File: src/rtl/cpu_flags_pkg.sv
// Shared flag-register definitions: bit positions of the architectural flags
// and the default register width used across the CPU datapath.
package cpu_flags_pkg;

    localparam int CF_IDX = 3;
    localparam int OF_IDX = 2;
    localparam int NF_IDX = 1;
    localparam int ZF_IDX = 0;

    localparam int NFLAGS_DEFAULT = 4;

    typedef logic [NFLAGS_DEFAULT-1:0] flags_t;

endpackage

File: src/rtl/flag_lifo.sv
// DEPTH-entry LIFO of flag words with push, pop and in-place exchange of the top.
// Entries are not reset; only the occupancy count is.
module flag_lifo
    import cpu_flags_pkg::*;
#(
    parameter int NFLAGS = NFLAGS_DEFAULT,
    parameter int DEPTH  = 4,
    localparam int CW    = $clog2(DEPTH + 1),
    localparam int IW    = (DEPTH > 1) ? $clog2(DEPTH) : 1
) (
    input  logic              clk_i,
    input  logic              rst_ni,
    input  logic              push_i,
    input  logic              pop_i,
    input  logic [NFLAGS-1:0] din_i,
    output logic [NFLAGS-1:0] top_o,
    output logic [CW-1:0]     count_o,
    output logic              empty_o,
    output logic              full_o
);

    logic [NFLAGS-1:0] mem_q [DEPTH];
    logic [CW-1:0]     count_q, count_d;
    logic [IW-1:0]     top_idx, wr_idx;
    logic              do_push, do_pop, do_xchg;

    assign empty_o = (count_q == '0);
    assign full_o  = (count_q == CW'(DEPTH));

    // Push+pop on an empty stack degrades to a plain push; exchange is legal when full.
    assign do_xchg = push_i && pop_i && !empty_o;
    assign do_push = push_i && !do_xchg && !full_o;
    assign do_pop  = pop_i && !push_i && !empty_o;

    assign top_idx = IW'(count_q - CW'(1));
    assign wr_idx  = IW'(count_q);
    assign top_o   = mem_q[top_idx];
    assign count_o = count_q;

    always_comb begin
        count_d = count_q;
        if (do_push) begin
            count_d = count_q + CW'(1);
        end else if (do_pop) begin
            count_d = count_q - CW'(1);
        end
    end

    always_ff @(posedge clk_i or negedge rst_ni) begin
        if (!rst_ni) begin
            count_q <= '0;
        end else begin
            count_q <= count_d;
        end
    end

    always_ff @(posedge clk_i) begin
        if (do_push) begin
            mem_q[wr_idx] <= din_i;
        end else if (do_xchg) begin
            mem_q[top_idx] <= din_i;
        end
    end

endmodule

File: src/rtl/flag_stack_unit.sv
// Status-flag register with masked load, per-bit set/clear, and a save/restore
// stack; a valid pop overrides every other flag update in the same cycle.
module flag_stack_unit
    import cpu_flags_pkg::*;
#(
    parameter int                NFLAGS    = NFLAGS_DEFAULT,
    parameter int                DEPTH     = 4,
    parameter logic [NFLAGS-1:0] RESET_VAL = '0,
    localparam int               CW        = $clog2(DEPTH + 1)
) (
    input  logic              CLK,
    input  logic              RESET,
    input  logic [NFLAGS-1:0] FLAGS_IN,
    input  logic              FWE,
    input  logic [NFLAGS-1:0] FMASK,
    input  logic [NFLAGS-1:0] FSET,
    input  logic [NFLAGS-1:0] FCLR,
    input  logic              PUSH,
    input  logic              POP,
    input  logic              ERR_CLR,
    output logic [NFLAGS-1:0] FLAGS_OUT,
    output logic              CF,
    output logic              OF,
    output logic              NF,
    output logic              ZF,
    output logic [CW-1:0]     COUNT,
    output logic              EMPTY,
    output logic              FULL,
    output logic              OVF_ERR,
    output logic              UNF_ERR
);

    function automatic logic [NFLAGS-1:0] next_flags(
        input logic [NFLAGS-1:0] cur,
        input logic [NFLAGS-1:0] din,
        input logic [NFLAGS-1:0] m,
        input logic [NFLAGS-1:0] set,
        input logic [NFLAGS-1:0] clr
    );
        return (((cur & ~m) | (din & m)) | set) & ~clr;
    endfunction

    logic [NFLAGS-1:0] flags_q, flags_d;
    logic [NFLAGS-1:0] lifo_top;
    logic              ovf_q, ovf_d, unf_q, unf_d;
    logic              pop_ok, ovf_ev, unf_ev;

    // The stack always saves the registered flags, never the in-flight value.
    flag_lifo #(
        .NFLAGS (NFLAGS),
        .DEPTH  (DEPTH)
    ) u_lifo (
        .clk_i   (CLK),
        .rst_ni  (RESET),
        .push_i  (PUSH),
        .pop_i   (POP),
        .din_i   (flags_q),
        .top_o   (lifo_top),
        .count_o (COUNT),
        .empty_o (EMPTY),
        .full_o  (FULL)
    );

    assign pop_ok = POP && !EMPTY;
    assign ovf_ev = PUSH && !POP && FULL;
    assign unf_ev = POP && EMPTY;

    always_comb begin
        flags_d = next_flags(flags_q, FLAGS_IN, FWE ? FMASK : '0, FSET, FCLR);
        if (pop_ok) begin
            flags_d = lifo_top;
        end
        ovf_d = ovf_ev || (ovf_q && !ERR_CLR);
        unf_d = unf_ev || (unf_q && !ERR_CLR);
    end

    always_ff @(posedge CLK or negedge RESET) begin
        if (!RESET) begin
            flags_q <= RESET_VAL;
            ovf_q   <= 1'b0;
            unf_q   <= 1'b0;
        end else begin
            flags_q <= flags_d;
            ovf_q   <= ovf_d;
            unf_q   <= unf_d;
        end
    end

    assign FLAGS_OUT = flags_q;
    assign OVF_ERR   = ovf_q;
    assign UNF_ERR   = unf_q;

    generate
        if (NFLAGS >= 4) begin : g_alias
            assign CF = flags_q[CF_IDX];
            assign OF = flags_q[OF_IDX];
            assign NF = flags_q[NF_IDX];
            assign ZF = flags_q[ZF_IDX];
        end else begin : g_no_alias
            assign CF = 1'b0;
            assign OF = 1'b0;
            assign NF = 1'b0;
            assign ZF = 1'b0;
        end
    endgenerate

endmodule

File: config.mk
export PLATFORM = sky130hd
export DESIGN_NAME = flag_stack_unit
export DESIGN_NICKNAME = d
export VERILOG_FILES = /design/src/rtl/cpu_flags_pkg.sv /design/src/rtl/flag_lifo.sv /design/src/rtl/flag_stack_unit.sv
export SDC_FILE = /design/constraint.sdc
export NUM_CORES = 1
export LEC_CHECK = 0
export ABC_AREA = 1
export BUFFER_PORTS_ARGS = -buffer_cell sky130_fd_sc_hd__buf_2
export CAP_MARGIN = 40
export CELL_PAD_IN_SITES_DETAIL_PLACEMENT = 1
export CELL_PAD_IN_SITES_GLOBAL_PLACEMENT = 1
export CORE_ASPECT_RATIO = 1.25
export CORE_UTILIZATION = 40
export DETAILED_ROUTE_END_ITERATION = 16
export PLACE_DENSITY_LB_ADDON = 0.12
export SYNTH_ARGS = -nofsm -noshare
export SYNTH_HDL_FRONTEND = slang
export SYNTH_SLANG_ARGS = --single-unit
File: constraint.sdc
create_clock -name CLK -period 2.68 [get_ports CLK]
set_input_delay 0.134 -clock CLK [delete_from_list [all_inputs] [get_ports CLK]]
set_output_delay 0.134 -clock CLK [all_outputs]
set_load 0.05 [all_outputs]
Yosys cells after proc, flatten, opt, wreduce, memory -nomap -nowiden
Memories as Yosys holds them, arrays and structs flattened.
Cells that the tools add are included.
W data, S select, Z words.
{"block": "classes", "add_sub_neg": 2, "n_eq_ne": 1, "n_mux": 12, "bitwise": 7, "n_reduce_logical": 23}
{"operator": "$and A4 B4 Y4", "count": 3}
{"operator": "$logic_and A1 B1 Y1", "count": 12}
{"operator": "$mux W4", "count": 3}
{"operator": "$not A4 Y4", "count": 2}
{"operator": "$or A4 B4 Y4", "count": 2}
{"operator": "$logic_not A1 Y1", "count": 6}
{"operator": "$mux W1", "count": 6}
{"operator": "$mux W3", "count": 2}
{"operator": "$reduce_or A4 Y1", "count": 1}
{"operator": "$add A3 B1 Y3 const B", "count": 1}
{"operator": "$eq A3 B3 Y1 const B", "count": 1}
{"operator": "$logic_not A3 Y1", "count": 1}
{"operator": "$sub A3 B1 Y3 const B", "count": 1}
{"operator": "$logic_or A1 B1 Y1", "count": 2}
{"operator": "$mux W2", "count": 1}
{"operator": "$reduce_bool A2 Y1", "count": 1}
{"block": "word_totals", "regBits": 9, "ramBits": 16, "in_bits": 22, "output_inout_bits": 15, "elab_cells": 50, "n_memories": 1}
{"name": "u_lifo.mem_q", "depth": 4, "width": 4, "read_ports": 1, "rd_ports_with_merged_regs": 0, "write_ports": 1, "line": "flag_lifo.sv:22", "source": "logic [NFLAGS-1:0] mem_q [DEPTH];"}

Logic depth before layout (Yosys ltp)
{"block": "logic_depth", "word_depth": 10, "depth_mapped": 9, "ltp_nobuf": 8}

Hierarchy
Synthesis repeated with hierarchy kept, for this count alone.
{"block": "hier_totals", "hier_cells": 147, "area_unflattened_um2": 1336.3}
{"mod": "flag_lifo", "instances": 1, "cells_each": 92, "area_each_um2": 958.4, "seq_area_each_um2": 555.5}
{"mod": "flag_stack_unit", "instances": 1, "cells_each": 55, "area_each_um2": 377.9, "seq_area_each_um2": 150.1}

Worst setup path before layout
OpenSTA, ideal clock, no wires.
{"block": "synth_timing", "path_kind": "register to register", "from": "reg u_lifo.count_q[0] (netlist: u_lifo.count_o[0])", "to": "reg u_lifo.count_q[2] (netlist: u_lifo.count_o[2])", "setup_time_ps": 125, "t_arrival_ps": 2120, "slack_ps": 436, "stages_incl_launch_ff": 9, "n_path_buf": 1, "synth_period_minus_slack_ps": 2244, "cell_sequence": "dfrtp_1 inv_2 buf_2 ha_1 inv_1 nor2_1 nor2_1 nand3_1 nand3_1"}
{"block": "synth_between", "elab_chain_len": 7}
{"element": "start, declared", "line": "flag_lifo.sv:23", "source": "logic [CW-1:0] count_q, count_d;"}
{"element": "start signal, assigned", "line": "flag_lifo.sv:53", "source": "count_q <= count_d;"}
{"element": "$logic_not A3 Y1 (*)", "line": "flag_lifo.sv:27", "source": "assign empty_o = (count_q == '0);"}
{"element": "named net EMPTY", "line": "flag_stack_unit.sv:27", "source": "output logic EMPTY,"}
{"element": "$logic_not A1 Y1 (*)", "line": "flag_lifo.sv:31, flag_lifo.sv:33"}
{"element": "$logic_and A1 B1 Y1", "line": "flag_lifo.sv:31", "source": "assign do_xchg = push_i && pop_i && !empty_o;"}
{"element": "$logic_not A1 Y1", "line": "flag_lifo.sv:32", "source": "assign do_push = push_i && !do_xchg && !full_o;"}
{"element": "$logic_and A1 B1 Y1 (2 in a row)", "line": "flag_lifo.sv:32"}
{"element": "$mux W3 or $reduce_bool A2 Y1 (tied branches)"}
The timed path passes the listed nets; every way through them passes the cells marked *. The select of a mux whose other input is x is not followed.
A chain may end at the register's enable or synchronous reset.

Final worst setup path
{"block": "layout_timing", "from": "reg u_lifo.count_q[0] (netlist: u_lifo.count_o[0])", "to": "mem u_lifo.mem_q[2][0] (netlist name) (enable)"}
{"block": "layout_between", "elab_chain_len": 10}
{"element": "$logic_not A3 Y1", "line": "flag_lifo.sv:27"}
{"element": "$logic_not A1 Y1", "line": "flag_lifo.sv:31"}
{"element": "$logic_and A1 B1 Y1", "line": "flag_lifo.sv:31"}
{"element": "$logic_not A1 Y1", "line": "flag_lifo.sv:32"}
{"element": "$logic_and A1 B1 Y1 (2 in a row)", "line": "flag_lifo.sv:32"}
{"element": "$mux W1", "line": "flag_lifo.sv:58", "source": "if (do_push) begin"}
{"element": "$mux W1 (implied by the code)", "line": "flag_lifo.sv:61", "source": "mem_q[top_idx] <= din_i;"}
{"element": "$reduce_or A4 Y1 (no source line)"}
{"element": "$mux W2 (no source line) or $mux W1 (tied branches)"}
{"element": "end, declared", "line": "flag_lifo.sv:22"}
Several ways; a longest one is shown, not always the timed one.

==> metrics.csv <==
metric,value,unit
r2r-end,u_lifo.mem_q[2][0],
hold_viol,0,
yosysUniqueCellTypes,21,
hold_path_class,in2reg,
cts_resized,0,
gp_congestion,0.961,
syn_to_final_growth,17.5,%
nets,214,
maxClockFrequency,538,MHz
n_antenna_cell,0,
power,0.00205,W
required,2.62,ns
worst-slew-pin-transition,0.355,ns
place_hpwl,2460,µm
cp_top_family,simple AND/OR/NAND/NOR gates,
wire_per_inst,13.4,µm
core-area,0.00319,mm²
grt_pass1_wl,4780,µm
finalInstanceArea,0.00156,mm²
cts-root-buf,clkbuf_8,
cpPeakStageDelay,0.40,ns
post-route-period-util,69.4,%
drive_gt1_share,27.7,%
period_needed,1.86,ns
worstReg2RegStart,u_lifo.count_o[0],
overflow,0,
setup_viol,0,
clkLatencyLatePin,0.27,ns
cts_tree,done,
first_global_vias,1079,
worstSetupPathType,reg2reg,
maxSlewHeadroom,76.2,%
numPortBuffers,36,
rsz0062_at_grt,false,
utilization,49.0,%
synth_nets,179,
clkPwrFrac,10.6,%
power_density,1310,mW/mm²
yosysTopAreaCellShare,36.1,%
viasPerCell,4.85,
crit_chain,inv_2 > ha_1 > nand2_4 > nand3_1 > nand3_1 > nor2_1,
clockBufferDepth,2,
track_usage,19.9,%
setup.worst_path.end,u_lifo.mem_q[2][0],
drc,0,
fin_tns_setup,0,ns
ys_ff_latch,25,
path_buf_inv,1,
io_pins,37,
rows,23,
via_count,1092,
die_x,53.6,µm
drt-initial-drc-count,10,
synth_area_leaders,"edfxtp_1 (36%), dfrtp_1 (17%), nand2_1 (16%)",
power.internal,0.000990,W
yosys_warnings,0,
antenna_left,0,
holdWs,0.0552,ns
yosysSeqAreaShare,53.0,%
pwr-share-seq,34.7,%
drv_cap,0,
clock_sinks,25,
crit_fanout,12,
cp.arrival,1.80,ns
synth_cells,154,
power.switching,0.00106,W
vdd_drop_max,0.000660,V
start_util,41.7,%
power_frac_comb,54.6,%
routed_wl,3010,µm
power.share.switching,51.7,%
synth_top_cell_by_area,edfxtp_1,
die_y,66.5,µm
die_area,0.00356,mm²
rrSetupSlack,0.82,ns
p_leak,0.792,nW
status,completed,
startpoint,u_lifo.count_o[0],
end_kind,flip-flop,
antenna_found_initial,0,
grt_max_degree,14,
placed_area,0.00151,mm²
numCtsBuffers,3,
finClkSkew,0.00299,ns
crit_top_cell,nand3_1,
cts_setup_buffers,0,
path_depth,6,
avgSynthCellArea,8.64,µm²
h-tree-depth,1,
drv_slew,0,
crit_slowest_cell,dfrtp_1,
cp-start-kind,flip-flop,
first_pass_iters,4,
rr_worst_depth,6,
path_clk_slew,0.08,ns
holdBufCountCts,1,
netlist_area,0.00133,mm²
[per-layer routing]
layer | share of wire (%) | track usage, %
met1 | 40 | 20.1
met2 | 52 | 36.3
met3 | 3.8 | 2.74
met4 | 4.1 | 13.5
met5 | 0 | 0
[final cells by class]
| class | instances | area [µm²] |
|---|---|---|
| well taps | 37 | 46.3 |
| multi-input cells | 109 | 518 |
| inverters | 12 | 51.3 |
| clock buffers | 4 | 45.0 |
| flip-flops and latches | 25 | 706 |
| fillers | 407 | 1630 |
| repair buffers | 38 | 198 |
[cells in the mapped netlist]
| cell type | number |
|---|---|
| nand2_1 | 55 |
| edfxtp_1 | 16 |
| nand3_1 | 14 |
| nor2_1 | 13 |
| dfrtp_1 | 9 |
| inv_1 | 7 |
| o21ai_1 | 6 |
| o21ai_0 | 5 |
| buf_4 | 4 |
| a21oi_1 | 3 |
| buf_2 | 3 |
| ha_1 | 3 |
| nand2_2 | 3 |
| nand2_4 | 3 |
| inv_2 | 2 |
| inv_4 | 2 |
| xor2_1 | 2 |
| a21oi_2 | 1 |
| buf_6 | 1 |
| clkinv_2 | 1 |
| o22ai_1 | 1 |
[worst min path at each step]
stage / endpoint / depth (start not counted) / slack, ns / from
3_3_place_gp: UNF_ERR / 1 / 0.01 / RESET
2_1_floorplan: FLAGS_OUT[0] / 0 / -0.16 / RESET
5_1_grt: OVF_ERR / 2 / 0.07 / ERR_CLR
3_5_place_dp: OVF_ERR / 1 / 0.02 / RESET
6_report: OVF_ERR / 2 / 0.06 / ERR_CLR
4_1_cts: OVF_ERR / 2 / 0.05 / ERR_CLR
[power groups by stage]
stage | Clock [W] | Combinational (W) | Sequential (W)
floorplan | 0 | 0.000713 | 0.000886
global placement | 0 | 0.00110 | 0.000722
detailed placement | 0 | 0.00112 | 0.000721
CTS | 0.000222 | 0.00113 | 0.000713
global route | 0.000232 | 0.00123 | 0.000729
finish | 0.000218 | 0.00112 | 0.000711
[cell usage in the layout, fill, tap and decap left out, drive strengths merged, types with 4 or more instances in the layout]
cell    Yosys  routed
nand2      61      61
buf         8      37
edfxtp     16      16
nand3      14      14
nor2       13      13
inv        11      11
o21ai      11      11
dfrtp       9       9
a21oi       4       4
clkbuf      0       4
[flip-flops by register name, indices dropped and copies added, names as in the netlist]
signal,cells
FLAGS_OUT,4
OVF_ERR,1
UNF_ERR,1
u_lifo.count_o,3
u_lifo.mem_q,16
[worst reg2reg max path: cells and delay by family (launching register included)]
kind	cells	cell delay, ns
simple gates	4	0.66
flops	1	0.40
fa+ha+maj	1	0.31
buf+inv	1	0.17
[through the flow]
| stage | cells | worst slack, ns |
|---|---|---|
| detailed placement | 220 | 0.835 |
| CTS | 225 | 0.806 |
| global route | 225 | 0.647 |
| finish | 225 | 0.820 |
| floorplan | 154 | 0.436 |
| global placement | 220 | 0.884 |
[kinds of logic after synthesis]
logic type	after synthesis	share of synthesized area (%)
AO/OA/AOI/OAI	16	6.39
XOR/XNOR	2	1.32
adder cells (fa/ha/maj)	3	2.82
buffers and inverters	20	8.08
flip-flops	25	53.0
AND/OR/NAND/NOR	88	28.4
No activity file was read; power rests on OpenSTA's default activity.
